### config.mk
export PLATFORM = sky130hd
export DESIGN_NAME = clock_divider_multi
export DESIGN_NICKNAME = d
export VERILOG_FILES = /design/src/rtl/clock_divider_multi.sv
export SDC_FILE = /design/constraint.sdc
export NUM_CORES = 1
export LEC_CHECK = 0
export BUFFER_PORTS_ARGS = -buffer_cell sky130_fd_sc_hd__clkbuf_2
export CORE_MARGIN = 1.5
export CORE_UTILIZATION = 40
export CTS_CLUSTER_SIZE = 24
export DETAILED_ROUTE_END_ITERATION = 10
export PLACE_DENSITY = 0.67
export SETUP_SLACK_MARGIN = 0.02
export SYNTH_ARGS = -nofsm -noshare
export SYNTH_HDL_FRONTEND = slang
export SYNTH_SLANG_ARGS = --single-unit
### constraint.sdc
create_clock -name CLK_IN -period 3.15 [get_ports CLK_IN]
set_input_delay 0.315 -clock CLK_IN [delete_from_list [all_inputs] [get_ports CLK_IN]]
set_output_delay 0.315 -clock CLK_IN [all_outputs]
set_load 0.05 [all_outputs]
### src/rtl/clock_divider_multi.sv
// Multi-channel programmable clock divider with glitch-free ratio updates.
// Each channel emits a registered divided clock and a CLK_IN-domain tick.
module clock_divider_multi #(
  parameter  int CHANNELS    = 2,
  parameter  int CNT_W       = 8,
  parameter  int DEFAULT_DIV = 2,
  localparam int CH_W        = (CHANNELS > 1) ? $clog2(CHANNELS) : 1
) (
  input  logic                CLK_IN,
  input  logic                RESET_N,
  input  logic [CHANNELS-1:0] RUN,
  input  logic                SYNC,
  input  logic                DIV_WR,
  input  logic [CH_W-1:0]     DIV_CH,
  input  logic [CNT_W-1:0]    DIV_VAL,
  output logic [CHANNELS-1:0] CLK_OUT,
  output logic [CHANNELS-1:0] TICK,
  output logic [CHANNELS-1:0] PENDING
);

  localparam logic [CNT_W-1:0] DEF_N   = CNT_W'(DEFAULT_DIV);
  localparam logic [CNT_W-1:0] DEF_CNT = CNT_W'(DEFAULT_DIV - 1);
  localparam logic [CNT_W-1:0] ONE     = CNT_W'(1);

  logic             wr_ok;
  logic [CNT_W-1:0] div_clamped;

  // Ratios below 2 cannot form a period, so they are lifted to 2.
  assign wr_ok       = DIV_WR && (int'(DIV_CH) < CHANNELS);
  assign div_clamped = (DIV_VAL < CNT_W'(2)) ? CNT_W'(2) : DIV_VAL;

  for (genvar g = 0; g < CHANNELS; g++) begin : g_ch
    logic [CNT_W-1:0] cnt_q, cnt_d;
    logic [CNT_W-1:0] n_q, n_d;
    logic [CNT_W-1:0] p_q, p_d;
    logic [CNT_W-1:0] n_sync;
    logic [CNT_W:0]   half;
    logic             clk_q, clk_d;
    logic             tick_q, tick_d;
    logic             pend_q, pend_d;
    logic             hit;
    logic             bound;

    assign hit   = wr_ok && (int'(DIV_CH) == g);
    assign bound = (cnt_q == n_q - ONE);
    assign half  = ({1'b0, n_q} + (CNT_W + 1)'(1)) >> 1;

    always_comb begin
      cnt_d  = cnt_q;
      n_d    = n_q;
      p_d    = p_q;
      clk_d  = clk_q;
      tick_d = 1'b0;
      pend_d = pend_q;
      n_sync = n_q;
      if (SYNC) begin
        // Realign: a same-edge write outranks any older pending ratio.
        if (hit) begin
          n_sync = div_clamped;
        end else if (pend_q) begin
          n_sync = p_q;
        end
        n_d    = n_sync;
        p_d    = n_sync;
        cnt_d  = n_sync - ONE;
        clk_d  = 1'b0;
        pend_d = 1'b0;
      end else if (RUN[g]) begin
        if (bound) begin
          cnt_d  = '0;
          clk_d  = 1'b1;
          tick_d = 1'b1;
          if (hit) begin
            n_d    = div_clamped;
            p_d    = div_clamped;
            pend_d = 1'b0;
          end else if (pend_q) begin
            n_d    = p_q;
            pend_d = 1'b0;
          end
        end else begin
          cnt_d = cnt_q + ONE;
          clk_d = ({1'b0, cnt_d} < half);
          if (hit) begin
            p_d    = div_clamped;
            pend_d = 1'b1;
          end
        end
      end else begin
        // Frozen channel: adopt a waiting ratio, parked one step before wrap.
        if (hit) begin
          p_d    = div_clamped;
          pend_d = 1'b1;
        end else if (pend_q) begin
          n_d    = p_q;
          cnt_d  = p_q - ONE;
          pend_d = 1'b0;
        end
      end
    end

    always_ff @(posedge CLK_IN) begin
      if (!RESET_N) begin
        cnt_q  <= DEF_CNT;
        n_q    <= DEF_N;
        p_q    <= DEF_N;
        clk_q  <= 1'b0;
        tick_q <= 1'b0;
        pend_q <= 1'b0;
      end else begin
        cnt_q  <= cnt_d;
        n_q    <= n_d;
        p_q    <= p_d;
        clk_q  <= clk_d;
        tick_q <= tick_d;
        pend_q <= pend_d;
      end
    end

    assign CLK_OUT[g] = clk_q;
    assign TICK[g]    = tick_q;
    assign PENDING[g] = pend_q;
  end

endmodule

==> impl_metrics.ini <==
[place]
dp_hpwl_mm = 9.707
io_buffers = 20
gp_congestion = 0.9418

[clock_network]
postCtsHoldBufs = 0
clockBufferDepth = 2
htreeDepth = 2
insertion_delay_ps = 300
cts_tree = built
clock_sink_count = 54
cts_buffers = 5
clk_pin_slew_ps = 70
root_buffer = clkbuf_16

[critical_path]
cp_slowest_cell = dfxtp_1
worstSetupStartpoint = g_ch[1].n_q[0]$_SDFFE_PN0P_
path_class = reg2reg
path_cells = inv_1 > ha_1 > o21ba_2 > a221o_1 > a222oi_1 > buf_4 > nand2_1 > a311o_1 > a32o_1
end_kind = flop
critPathTopFamily = compound AO/OA/AOI/OAI gates
critPathRequiredTime_ps = 3340
r2r_end = g_ch[1].cnt_q[3]$_SDFFE_PN0P_
cp.arrival_ps = 3030
reg2reg_depth = 9
cp_max_fo = 10
start_kind = flop
timing.rr.start = g_ch[1].n_q[0]$_SDFFE_PN0P_
cpPeakStageDelay_ps = 510
rrSetupSlack_ps = 310
path_buf_inv = 2

[final_layout]
drive_above_1_share = 0.1262
antenna_cells = 0
synthToLayoutAreaGrowth_pct = 7.618
final_nets = 640

[floorplanning]
rows = 38
ios = 21
die_h_um = 109.5
core_sq_mm = 0.01094
die_w_um = 109.5
start_util = 0.4145
die_area_sq_mm = 0.01198

[drt]
detail_route.vias_per_cell = 5.980
vias = 4437
wirelength_mm = 12.74
firstDrtPassIters = 5
wire_per_inst_um = 17.17
antenna_left = 0
route.detailed.drc = 0
first_iter_violations = 463

[min_path]
hold_path_end = g_ch[0].tick_q$_SDFF_PP0_
min_path_type = in2reg
min_from = RUN[0]
hold_depth = 3

[timing]
finalHoldViolCount = 0
fin_crit_sh = 0.9024
worst_slew_pin_slew_ps = 877.6
max_freq_mhz = 351.8
skew_ps = 5.181
slew_headroom = 0.4128
finalSetupTns_ps = 0
slew_violations = 0
setup_violations = 0
post-route-min-period_ps = 2842
rsz0062_at_grt = no

[logic_synthesis]
synth_flop_cell = dfxtp_1
synth_nets = 641
synthArstFlopShare = 0
ys_ff_latch = 54
synth.distinct_cells = 59
synthCells = 602
yosysWarnings = 0
synth_area_sq_mm = 0.004533
synth-edff-count = 0
syn_avg_cell_area_sq_um = 7.530
synth-seq-area-share = 0.2385

[global_routing]
grt.total_usage = 0.2216
grt_overflow = 0
grt_pass1_vias = 4106
grt_pass1_wl_mm = 20.93
grt_max_degree = 26
antenna_found_initial = 0

[power]
powerDensity_mw_per_mm2 = 422.7
ir_drop_v = 0.0002095
power.leakage_nw = 1.937
p_total_mw = 2.062

[status]
status = finished, final reports clean

[flow_run]
maxCapViolCount = 0
worst max path at each step:
stage | cells after the start | to | slack, ps
finish | 9 | g_ch[1].cnt_q[3]$_SDFFE_PN0P_ | 310
global route | 10 | g_ch[1].cnt_q[1]$_SDFFE_PN0P_ | 100
CTS | 8 | g_ch[1].cnt_q[3]$_SDFFE_PN0P_ | 130
floorplan | 9 | g_ch[1].n_q[1]$_SDFFE_PN1P_ | 410
detailed placement | 8 | g_ch[1].cnt_q[3]$_SDFFE_PN0P_ | 150
global placement | 8 | g_ch[1].cnt_q[3]$_SDFFE_PN0P_ | 230
tightest hold or removal path: stages:
cell and delay [ps]:
clkbuf_2 240, nand2_1 130, nor2_1 40
area by class of cell:
type	instances	area (sq um)
Clock inverter	1	5.005
Tap cell	140	175.2
Sequential cell	54	1081
Clock buffer	7	142.6
Inverter	21	78.83
Fill cell	1101	6057
Timing Repair Buffer	35	212.7
Multi-Input combinational cell	484	3183
registers in the layout (all words and copies together), names as in the netlist:
register     cells
g_ch.n_q        16
g_ch.clk_q       2
g_ch.pend_q      2
g_ch.cnt_q      16
g_ch.tick_q      2
g_ch.p_q        16
report_power, final:
group	switching [mW]	total, mW	internal [mW]
logic	0.387	0.675	0.288
registers	0.0928	0.824	0.731
clock network	0.248	0.564	0.316
total	0.727	2.06	1.34
what timing repair did:
item                                   4_1_cts  5_1_grt
resized for setup                            0        0
setup endpoints to repair                    0        9
setup buffers                                0        2
endpoints found under the hold margin        0        0
routing by layer:
layer,GRT usage,wire (um),up-vias
li1,-,-,2134
met1,0.3047,5893,2086
met2,0.3580,5724,201
met3,0.02786,894,16
met4,0.07236,231,0
met5,0,0,-
cell usage after synthesis (3+ instances only):
master / number / share of area
a211oi_1: 10 / 0.017
a21boi_0: 3 / 0.0050
a21o_1: 3 / 0.0050
a21oi_1: 30 / 0.033
a22oi_1: 3 / 0.0050
a31oi_1: 7 / 0.0097
a32o_1: 3 / 0.0066
and3_1: 4 / 0.0055
buf_2: 4 / 0.0044
buf_4: 6 / 0.0099
clkbuf_1: 30 / 0.025
dfxtp_1: 54 / 0.24
ha_1: 24 / 0.066
inv_1: 20 / 0.017
mux2_2: 16 / 0.040
mux2i_1: 22 / 0.049
nand2_1: 70 / 0.058
nand3_1: 28 / 0.031
nand3b_1: 4 / 0.0066
nand4_1: 10 / 0.014
nor2_1: 66 / 0.055
nor3_1: 17 / 0.019
nor3b_1: 3 / 0.0050
nor4_1: 3 / 0.0041
o211ai_1: 5 / 0.0083
o21ai_0: 35 / 0.039
o21ai_1: 4 / 0.0044
o221a_2: 4 / 0.0099
o221ai_1: 3 / 0.0058
o31ai_1: 4 / 0.0066
or2_2: 7 / 0.0097
xnor2_1: 34 / 0.066
xor2_1: 28 / 0.054
layout by cell type (no fill, tap or decap), types with 5 or more instances in the layout:
cell type,count
a211oi_1,10
a21oi_1,30
a31oi_1,7
buf_4,15
clkbuf_16,5
clkbuf_2,20
dfxtp_1,54
ha_1,24
inv_1,20
mux2_2,16
mux2i_1,22
nand2_1,70
nand3_1,28
nand4_1,10
nor2_1,66
nor3_1,17
o211ai_1,5
o21ai_0,35
or2_2,7
xnor2_1,34
xor2_1,28
per-stage QoR:
step / hold slack [ps] / setup WS, ps / util / area, sq um / instances
4_1_cts: 460.9 / 125.4 / 0.4447 / 4863 / 740
3_5_place_dp: 509.9 / 149.7 / 0.4312 / 4716 / 732
3_3_place_gp: 498.3 / 227.3 / 0.4312 / 4716 / 732
2_1_floorplan: 465.9 / 405.1 / - / 4533 / 602
6_report: 467.3 / 307.5 / 0.4461 / 4878 / 742
5_1_grt: 497.5 / 95.23 / 0.4461 / 4878 / 742
logic make-up (layout without fill, tap and decap cells):
family	after synthesis	count (layout)	share of synthesized area
mux	38	38	0.08832
xor+xnor	62	62	0.1198
buf+inv	64	64	0.06072
simple gates	225	225	0.2272
flops	54	54	0.2385
fa+ha+maj	24	24	0.06624
compound gates	135	135	0.1993
Power figures use the tool's default switching activity.
